===== src/rtl/serial_alu_sequencer.sv =====
// serial_alu_sequencer: bit-serial ALU front end. Operands and the ALU control code are latched
// on an accepted start; one bit position is evaluated per clock through a 1-bit slice with the
// carry held in a register. The last position captures the MSB set/overflow terms, and a fix-up
// cycle publishes result, zero and overflow. Result/flag contract matches the ripple ALU.
//
// Optional build macro SERIAL_ALU_ABORT_EN adds an 'abort' input that cancels an operation in
// RUN or FIX without a done pulse and without touching result, zero or overflow.
module serial_alu_sequencer #(
   parameter int unsigned WIDTH = 32
) (
   input  logic             clk,
   input  logic             rst,
`ifdef SERIAL_ALU_ABORT_EN
   input  logic             abort,
`endif
   input  logic             start,
   input  logic [3:0]       alu_ctrl,
   input  logic [WIDTH-1:0] src_a,
   input  logic [WIDTH-1:0] src_b,
   output logic             busy,
   output logic             done,
   output logic [WIDTH-1:0] result,
   output logic             zero,
   output logic             overflow
);

   localparam int unsigned IdxW = (WIDTH > 2) ? $clog2(WIDTH) : 1;
   localparam logic [IdxW-1:0] LastIdx = IdxW'(WIDTH - 1);

   typedef enum logic [1:0] {
      StIdle,
      StRun,
      StFix,
      StDone
   } state_e;

   typedef enum logic [1:0] {
      OpAnd  = 2'b00,
      OpOr   = 2'b01,
      OpAdd  = 2'b10,
      OpLess = 2'b11
   } slice_op_e;

   state_e            state_q, state_d;
   logic [WIDTH-1:0]  a_q, a_d;
   logic [WIDTH-1:0]  b_q, b_d;
   logic              a_inv_q, a_inv_d;
   logic              b_inv_q, b_inv_d;
   slice_op_e         op_q, op_d;
   logic              valid_q, valid_d;
   logic              arith_q, arith_d;
   logic              carry_q, carry_d;
   logic [IdxW-1:0]   idx_q, idx_d;
   logic [WIDTH-1:0]  shadow_q, shadow_d;
   logic              set_q, set_d;
   logic              ovf_pend_q, ovf_pend_d;
   logic [WIDTH-1:0]  result_q, result_d;
   logic              zero_q, zero_d;
   logic              overflow_q, overflow_d;

   logic              abort_req;
   logic              ctrl_valid;
   logic              ai, bi, sum, carry_next, slice_out;
   logic [WIDTH-1:0]  fix_value;

`ifdef SERIAL_ALU_ABORT_EN
   assign abort_req = abort;
`else
   assign abort_req = 1'b0;
`endif

   // Recognise the six supported control codes; anything else yields a zero result.
   always_comb begin
      ctrl_valid = 1'b0;
      case (alu_ctrl)
         4'b0000, 4'b0001, 4'b0010, 4'b0110, 4'b0111, 4'b1100: ctrl_valid = 1'b1;
         default: ctrl_valid = 1'b0;
      endcase
   end

   // 1-bit ALU slice evaluated at the current bit index.
   always_comb begin
      ai         = a_q[idx_q] ^ a_inv_q;
      bi         = b_q[idx_q] ^ b_inv_q;
      sum        = ai ^ bi ^ carry_q;
      carry_next = (ai & bi) | ((ai ^ bi) & carry_q);
      slice_out  = 1'b0;
      unique case (op_q)
         OpAnd:  slice_out = ai & bi;
         OpOr:   slice_out = ai | bi;
         OpAdd:  slice_out = sum;
         OpLess: slice_out = 1'b0;
         default: slice_out = 1'b0;
      endcase
   end

   // Value published in FIX: SLT takes the raw MSB of A-B, invalid codes force zero.
   always_comb begin
      fix_value = '0;
      if (valid_q) begin
         if (op_q == OpLess) begin
            fix_value = {{(WIDTH-1){1'b0}}, set_q};
         end else begin
            fix_value = shadow_q;
         end
      end
   end

   // Next-state logic of the sequencer.
   always_comb begin
      state_d = state_q;
      case (state_q)
         StIdle: begin
            if (start) state_d = StRun;
         end
         StRun: begin
            if (abort_req) begin
               state_d = StIdle;
            end else if (idx_q == LastIdx) begin
               state_d = StFix;
            end
         end
         StFix: begin
            state_d = abort_req ? StIdle : StDone;
         end
         StDone: begin
            state_d = StIdle;
         end
         default: state_d = StIdle;
      endcase
   end

   // Datapath next-state: operand latch, per-bit accumulation, and FIX publication.
   always_comb begin
      a_d        = a_q;
      b_d        = b_q;
      a_inv_d    = a_inv_q;
      b_inv_d    = b_inv_q;
      op_d       = op_q;
      valid_d    = valid_q;
      arith_d    = arith_q;
      carry_d    = carry_q;
      idx_d      = idx_q;
      shadow_d   = shadow_q;
      set_d      = set_q;
      ovf_pend_d = ovf_pend_q;
      result_d   = result_q;
      zero_d     = zero_q;
      overflow_d = overflow_q;
      case (state_q)
         StIdle: begin
            if (start) begin
               a_d      = src_a;
               b_d      = src_b;
               a_inv_d  = alu_ctrl[3];
               b_inv_d  = alu_ctrl[2];
               op_d     = slice_op_e'(alu_ctrl[1:0]);
               valid_d  = ctrl_valid;
               // Only 0010 and 0110 are valid codes with the ADD slice op.
               arith_d  = ctrl_valid && (alu_ctrl[1:0] == 2'b10);
               // Carry-in of 1 on b_invert forms the two's complement for SUB/SLT.
               carry_d  = alu_ctrl[2];
               idx_d    = '0;
               shadow_d = '0;
            end
         end
         StRun: begin
            carry_d         = carry_next;
            shadow_d[idx_q] = slice_out;
            if (idx_q == LastIdx) begin
               set_d      = sum;
               ovf_pend_d = arith_q & (carry_q ^ carry_next);
            end else begin
               idx_d = idx_q + 1'b1;
            end
         end
         StFix: begin
            if (!abort_req) begin
               result_d   = fix_value;
               zero_d     = (fix_value == '0);
               overflow_d = valid_q & ovf_pend_q;
            end
         end
         default: ;
      endcase
   end

   // State register with synchronous active-high reset.
   always_ff @(posedge clk) begin
      if (rst) begin
         state_q <= StIdle;
      end else begin
         state_q <= state_d;
      end
   end

   // Datapath registers with synchronous active-high reset.
   always_ff @(posedge clk) begin
      if (rst) begin
         a_q        <= '0;
         b_q        <= '0;
         a_inv_q    <= 1'b0;
         b_inv_q    <= 1'b0;
         op_q       <= OpAnd;
         valid_q    <= 1'b0;
         arith_q    <= 1'b0;
         carry_q    <= 1'b0;
         idx_q      <= '0;
         shadow_q   <= '0;
         set_q      <= 1'b0;
         ovf_pend_q <= 1'b0;
         result_q   <= '0;
         zero_q     <= 1'b1;
         overflow_q <= 1'b0;
      end else begin
         a_q        <= a_d;
         b_q        <= b_d;
         a_inv_q    <= a_inv_d;
         b_inv_q    <= b_inv_d;
         op_q       <= op_d;
         valid_q    <= valid_d;
         arith_q    <= arith_d;
         carry_q    <= carry_d;
         idx_q      <= idx_d;
         shadow_q   <= shadow_d;
         set_q      <= set_d;
         ovf_pend_q <= ovf_pend_d;
         result_q   <= result_d;
         zero_q     <= zero_d;
         overflow_q <= overflow_d;
      end
   end

   assign busy     = (state_q == StRun) || (state_q == StFix);
   assign done     = (state_q == StDone);
   assign result   = result_q;
   assign zero     = zero_q;
   assign overflow = overflow_q;

endmodule

===== config.mk =====
export PLATFORM = sky130hd
export DESIGN_NAME = serial_alu_sequencer
export DESIGN_NICKNAME = d
export VERILOG_FILES = /design/src/rtl/serial_alu_sequencer.sv
export SDC_FILE = /design/constraint.sdc
export NUM_CORES = 1
export LEC_CHECK = 0
export ABC_AREA = 1
export ABC_CLOCK_PERIOD_IN_PS = 7750
export BUFFER_PORTS_ARGS = -buffer_cell sky130_fd_sc_hd__buf_4
export CAP_MARGIN = 30
export CORE_UTILIZATION = 50
export CTS_BUF_LIST = sky130_fd_sc_hd__clkbuf_4
export DETAILED_ROUTE_END_ITERATION = 6
export GPL_TIMING_DRIVEN = 0
export PLACE_DENSITY = 0.72
export SYNTH_ARGS = -nofsm -noshare
export SYNTH_HDL_FRONTEND = slang
export SYNTH_SLANG_ARGS = --single-unit

===== constraint.sdc =====
create_clock -name clk -period 7.75 [get_ports clk]
set_input_delay 1.1625 -clock clk [delete_from_list [all_inputs] [get_ports clk]]
set_output_delay 1.1625 -clock clk [all_outputs]
set_load 0.02 [all_outputs]

==> flow_metrics.py <==
metrics = {
    "critical_path": {
        "path_class": "flip-flop to flip-flop",
        "crit_family": "simple AND/OR/NAND/NOR gates",
        "cp.required_ns": 8.25,
        "worstSetupEndpointType": "flip-flop",
        "crit_arrival_ns": 3.88,
        "worst_setup_path_start_kind": "flip-flop",
        "crit_top_cell": "nand2_1",
        "path_cells": "buf_4 -> buf_4 -> nand2_1 -> nand2_1 -> o21ai_0 -> nand2_1 -> nand2_1 -> nor2_1 -> nand2_1 -> nand2_1 -> nand2_1 -> fa_1 -> inv_1 -> a21oi_1 -> nand3_1 -> inv_1 -> clkbuf_2 -> o21ai_0 -> nor2_1",
        "crit_fanout": 10,
        "crit_path_top_delay_cell": "fa_1",
        "cpPeakStageDelay_ns": 0.51,
        "path_buf_inv": 5,
    },
    "route": {
        "firstDrtPassIters": 6,
        "drt_iter0_drc": 515,
        "vias_per_cell": 5.24,
        "wirelength_um": 18600,
        "via_count": 6758,
        "wire_per_inst_um": 14.4,
        "drc": 0,
        "antenna_left": 0,
    },
    "pwr": {
        "powerDensity_nw_per_um2": 330,
        "ir_worst_vdd_uv": 158,
        "power.leakage_uw": 0.00342,
    },
    "cts": {
        "htreeDepth": 4,
        "clock_latency_ns": 0.56,
        "clk_path_buf_depth": 2,
        "tritoncts": "yes",
        "clock-sinks": 146,
        "cts_buffers": 17,
        "cts-resized-gates": 0,
        "holdBufCountCts": 0,
        "clkTransAtPathRegs_ns": 0.12,
        "post_cts_buffers": 0,
        "root_buffer": "clkbuf_4",
    },
    "global_route": {
        "first_global_vias": 5975,
        "grt_use_total": 0.287,
        "antenna_found_initial": 0,
        "grt_overflow": 0,
        "grt_pass1_wl_um": 29400,
        "grt_start_max_net_pins": 17,
    },
    "sta": {
        "max_slew_margin": 0.537,
        "hold_viol_final": 0,
        "layout_min_cycle_time_ns": 3.38,
        "setup_viol": 0,
        "clock_skew_ns": 0.0153,
        "drv_slew": 0,
        "fin_crit_sh": 0.436,
        "fmax_mhz": 296,
        "tightestPinTransition_ns": 0.692,
        "rsz0062_at_grt": "no",
        "fin_tns_setup_ns": 0,
    },
    "placement": {
        "dpl-instance-area_um2": 7650,
        "place_hpwl_um": 13500,
        "portBuffers": 106,
        "gp_congestion": 0.893,
    },
    "job": {
        "cap_violations": 0,
    },
    "yosys": {
        "synth_area_um2": 6640,
        "synth_edf_count": 0,
        "synthArstFlopShare": 0,
        "syn_inst": 980,
        "synth_cell_type_count": 26,
        "synth_seq_cells": 146,
        "seq_area_frac_synth": 0.440,
        "synth-main-ff-cell": "dfxtp_1",
        "syn-num-nets": 1063,
        "yosys_warnings": 0,
        "avgSynthCellArea_um2": 6.78,
    },
    "die": {
        "rows": 41,
        "die_x_um": 117,
        "fp.dieH_um": 117,
        "coreArea_um2": 12800,
        "initial_core_util": 0.520,
        "io_pins": 107,
        "die_area_um2": 13800,
    },
    "final_layout": {
        "drive_above_1_share": 0.144,
        "diodes": 0,
        "nets": 1188,
        "fin_area_um2": 7990,
        "syn2layout_area_growth_pct": 20.2,
    },
    "min_path": {
        "min_path_type": "flip-flop to flip-flop",
    },
    "status": {
        "status": "finished, final reports clean",
    },
}
-- metrics by stage --
step | hold slack (ns) | setup slack, ns | cells | util | power [µW]
final | 0.458 | 4.37 | 1290 | 0.625 | 2640
after global routing | 0.482 | 4.03 | 1290 | 0.625 | 2840
after CTS | 0.462 | 4.43 | 1290 | 0.625 | 2640
after detailed placement | 0.445 | 4.45 | 1258 | 0.599 | 2090
after global placement | 0.437 | 4.51 | 1258 | 0.599 | 2070
after floorplan | 0.424 | 5.08 | 980 | - | 1750
-- layout by cell type (no fill, tap or decap), drive strengths merged, types with 11 or more instances in the layout --
cell / instances
a21oi: 113
buf: 125
clkbuf: 60
dfxtp: 146
ha: 11
inv: 76
nand2: 221
nand3: 25
nor2: 150
o21ai: 158
-- cell type report --
class | count | area (µm²)
Clock buffer | 19 | 143
Clock inverter | 13 | 190
Sequential cell | 146 | 2920
Inverter | 76 | 285
Fill cell | 1245 | 4790
Multi-Input combinational cell | 698 | 3170
Tap cell | 172 | 215
Buffer | 60 | 263
Timing Repair Buffer | 106 | 796
-- state kept, by name, summed over array words and instances (netlist names) --
register and count:
arith_q 1, set_q 1, ovf_pend_q 1, state_q 2, shadow_q 32, idx_q 5
valid_q 1, a_q 32, b_q 32, zero 1, overflow 1, carry_q 1
result 32, op_q 2, a_inv_q 1, b_inv_q 1
-- logic make-up after synthesis --
| group | count (synthesis) | share of synthesized area |
|---|---|---|
| buf+inv | 136 | 0.0825 |
| simple gates | 411 | 0.243 |
| xor+xnor | 2 | 0.00264 |
| fa+ha+maj | 12 | 0.0237 |
| flops | 146 | 0.440 |
| compound gates | 273 | 0.208 |
-- worst register-to-register path, stage by stage, from the launching register on --
cell      delay [ns]
dfxtp_1         0.44
buf_4           0.21
buf_4           0.22
nand2_1         0.07
nand2_1         0.06
o21ai_0         0.10
nand2_1         0.08
nand2_1         0.05
nor2_1          0.23
nand2_1         0.11
nand2_1         0.07
nand2_1         0.08
fa_1            0.51
inv_1           0.04
a21oi_1         0.11
nand3_1         0.15
inv_1           0.26
clkbuf_2        0.27
o21ai_0         0.15
nor2_1          0.13
-- layer usage --
| metal | global-route usage | share of wire | vias up |
|---|---|---|---|
| li1 | - | - | 3418 |
| met1 | 0.400 | 0.46 | 3051 |
| met2 | 0.438 | 0.43 | 255 |
| met3 | 0.0716 | 0.083 | 34 |
| met4 | 0.0861 | 0.018 | 0 |
| met5 | 0 | 0 | - |
-- synthesized netlist by cell type (4+ instances only) --
master,number,share of area
clkbuf_1,40,0.023
nor3_1,6,0.0045
ha_1,11,0.021
nand2_1,219,0.12
nand3_1,25,0.019
buf_2,11,0.0083
nor2_1,149,0.084
dfxtp_1,146,0.44
nand4_1,8,0.0075
buf_4,4,0.0045
o21ai_0,155,0.12
inv_1,73,0.041
a21oi_1,113,0.085
-- worst paths after layout --
| path | startpoint | endpoint | slack, ns | cells past startpoint |
|---|---|---|---|---|
| setup / recovery | idx_q[0] | shadow_q[26] | 4.37 | 19 |
| hold / removal | shadow_q[0] | shadow_q[0] | 0.46 | 2 |
| setup reg to reg | idx_q[0] | shadow_q[26] | 4.37 | 19 |
| hold reg to reg | shadow_q[0] | shadow_q[0] | 0.46 | 2 |
-- where the power goes --
part           switching, µW  total, µW  internal (µW)  leakage [µW]
clock network            267        558            290      0.000181
registers               98.8       1040            945       0.00120
logic                    674       1040            364       0.00204
Power figures use the tool's default switching activity.
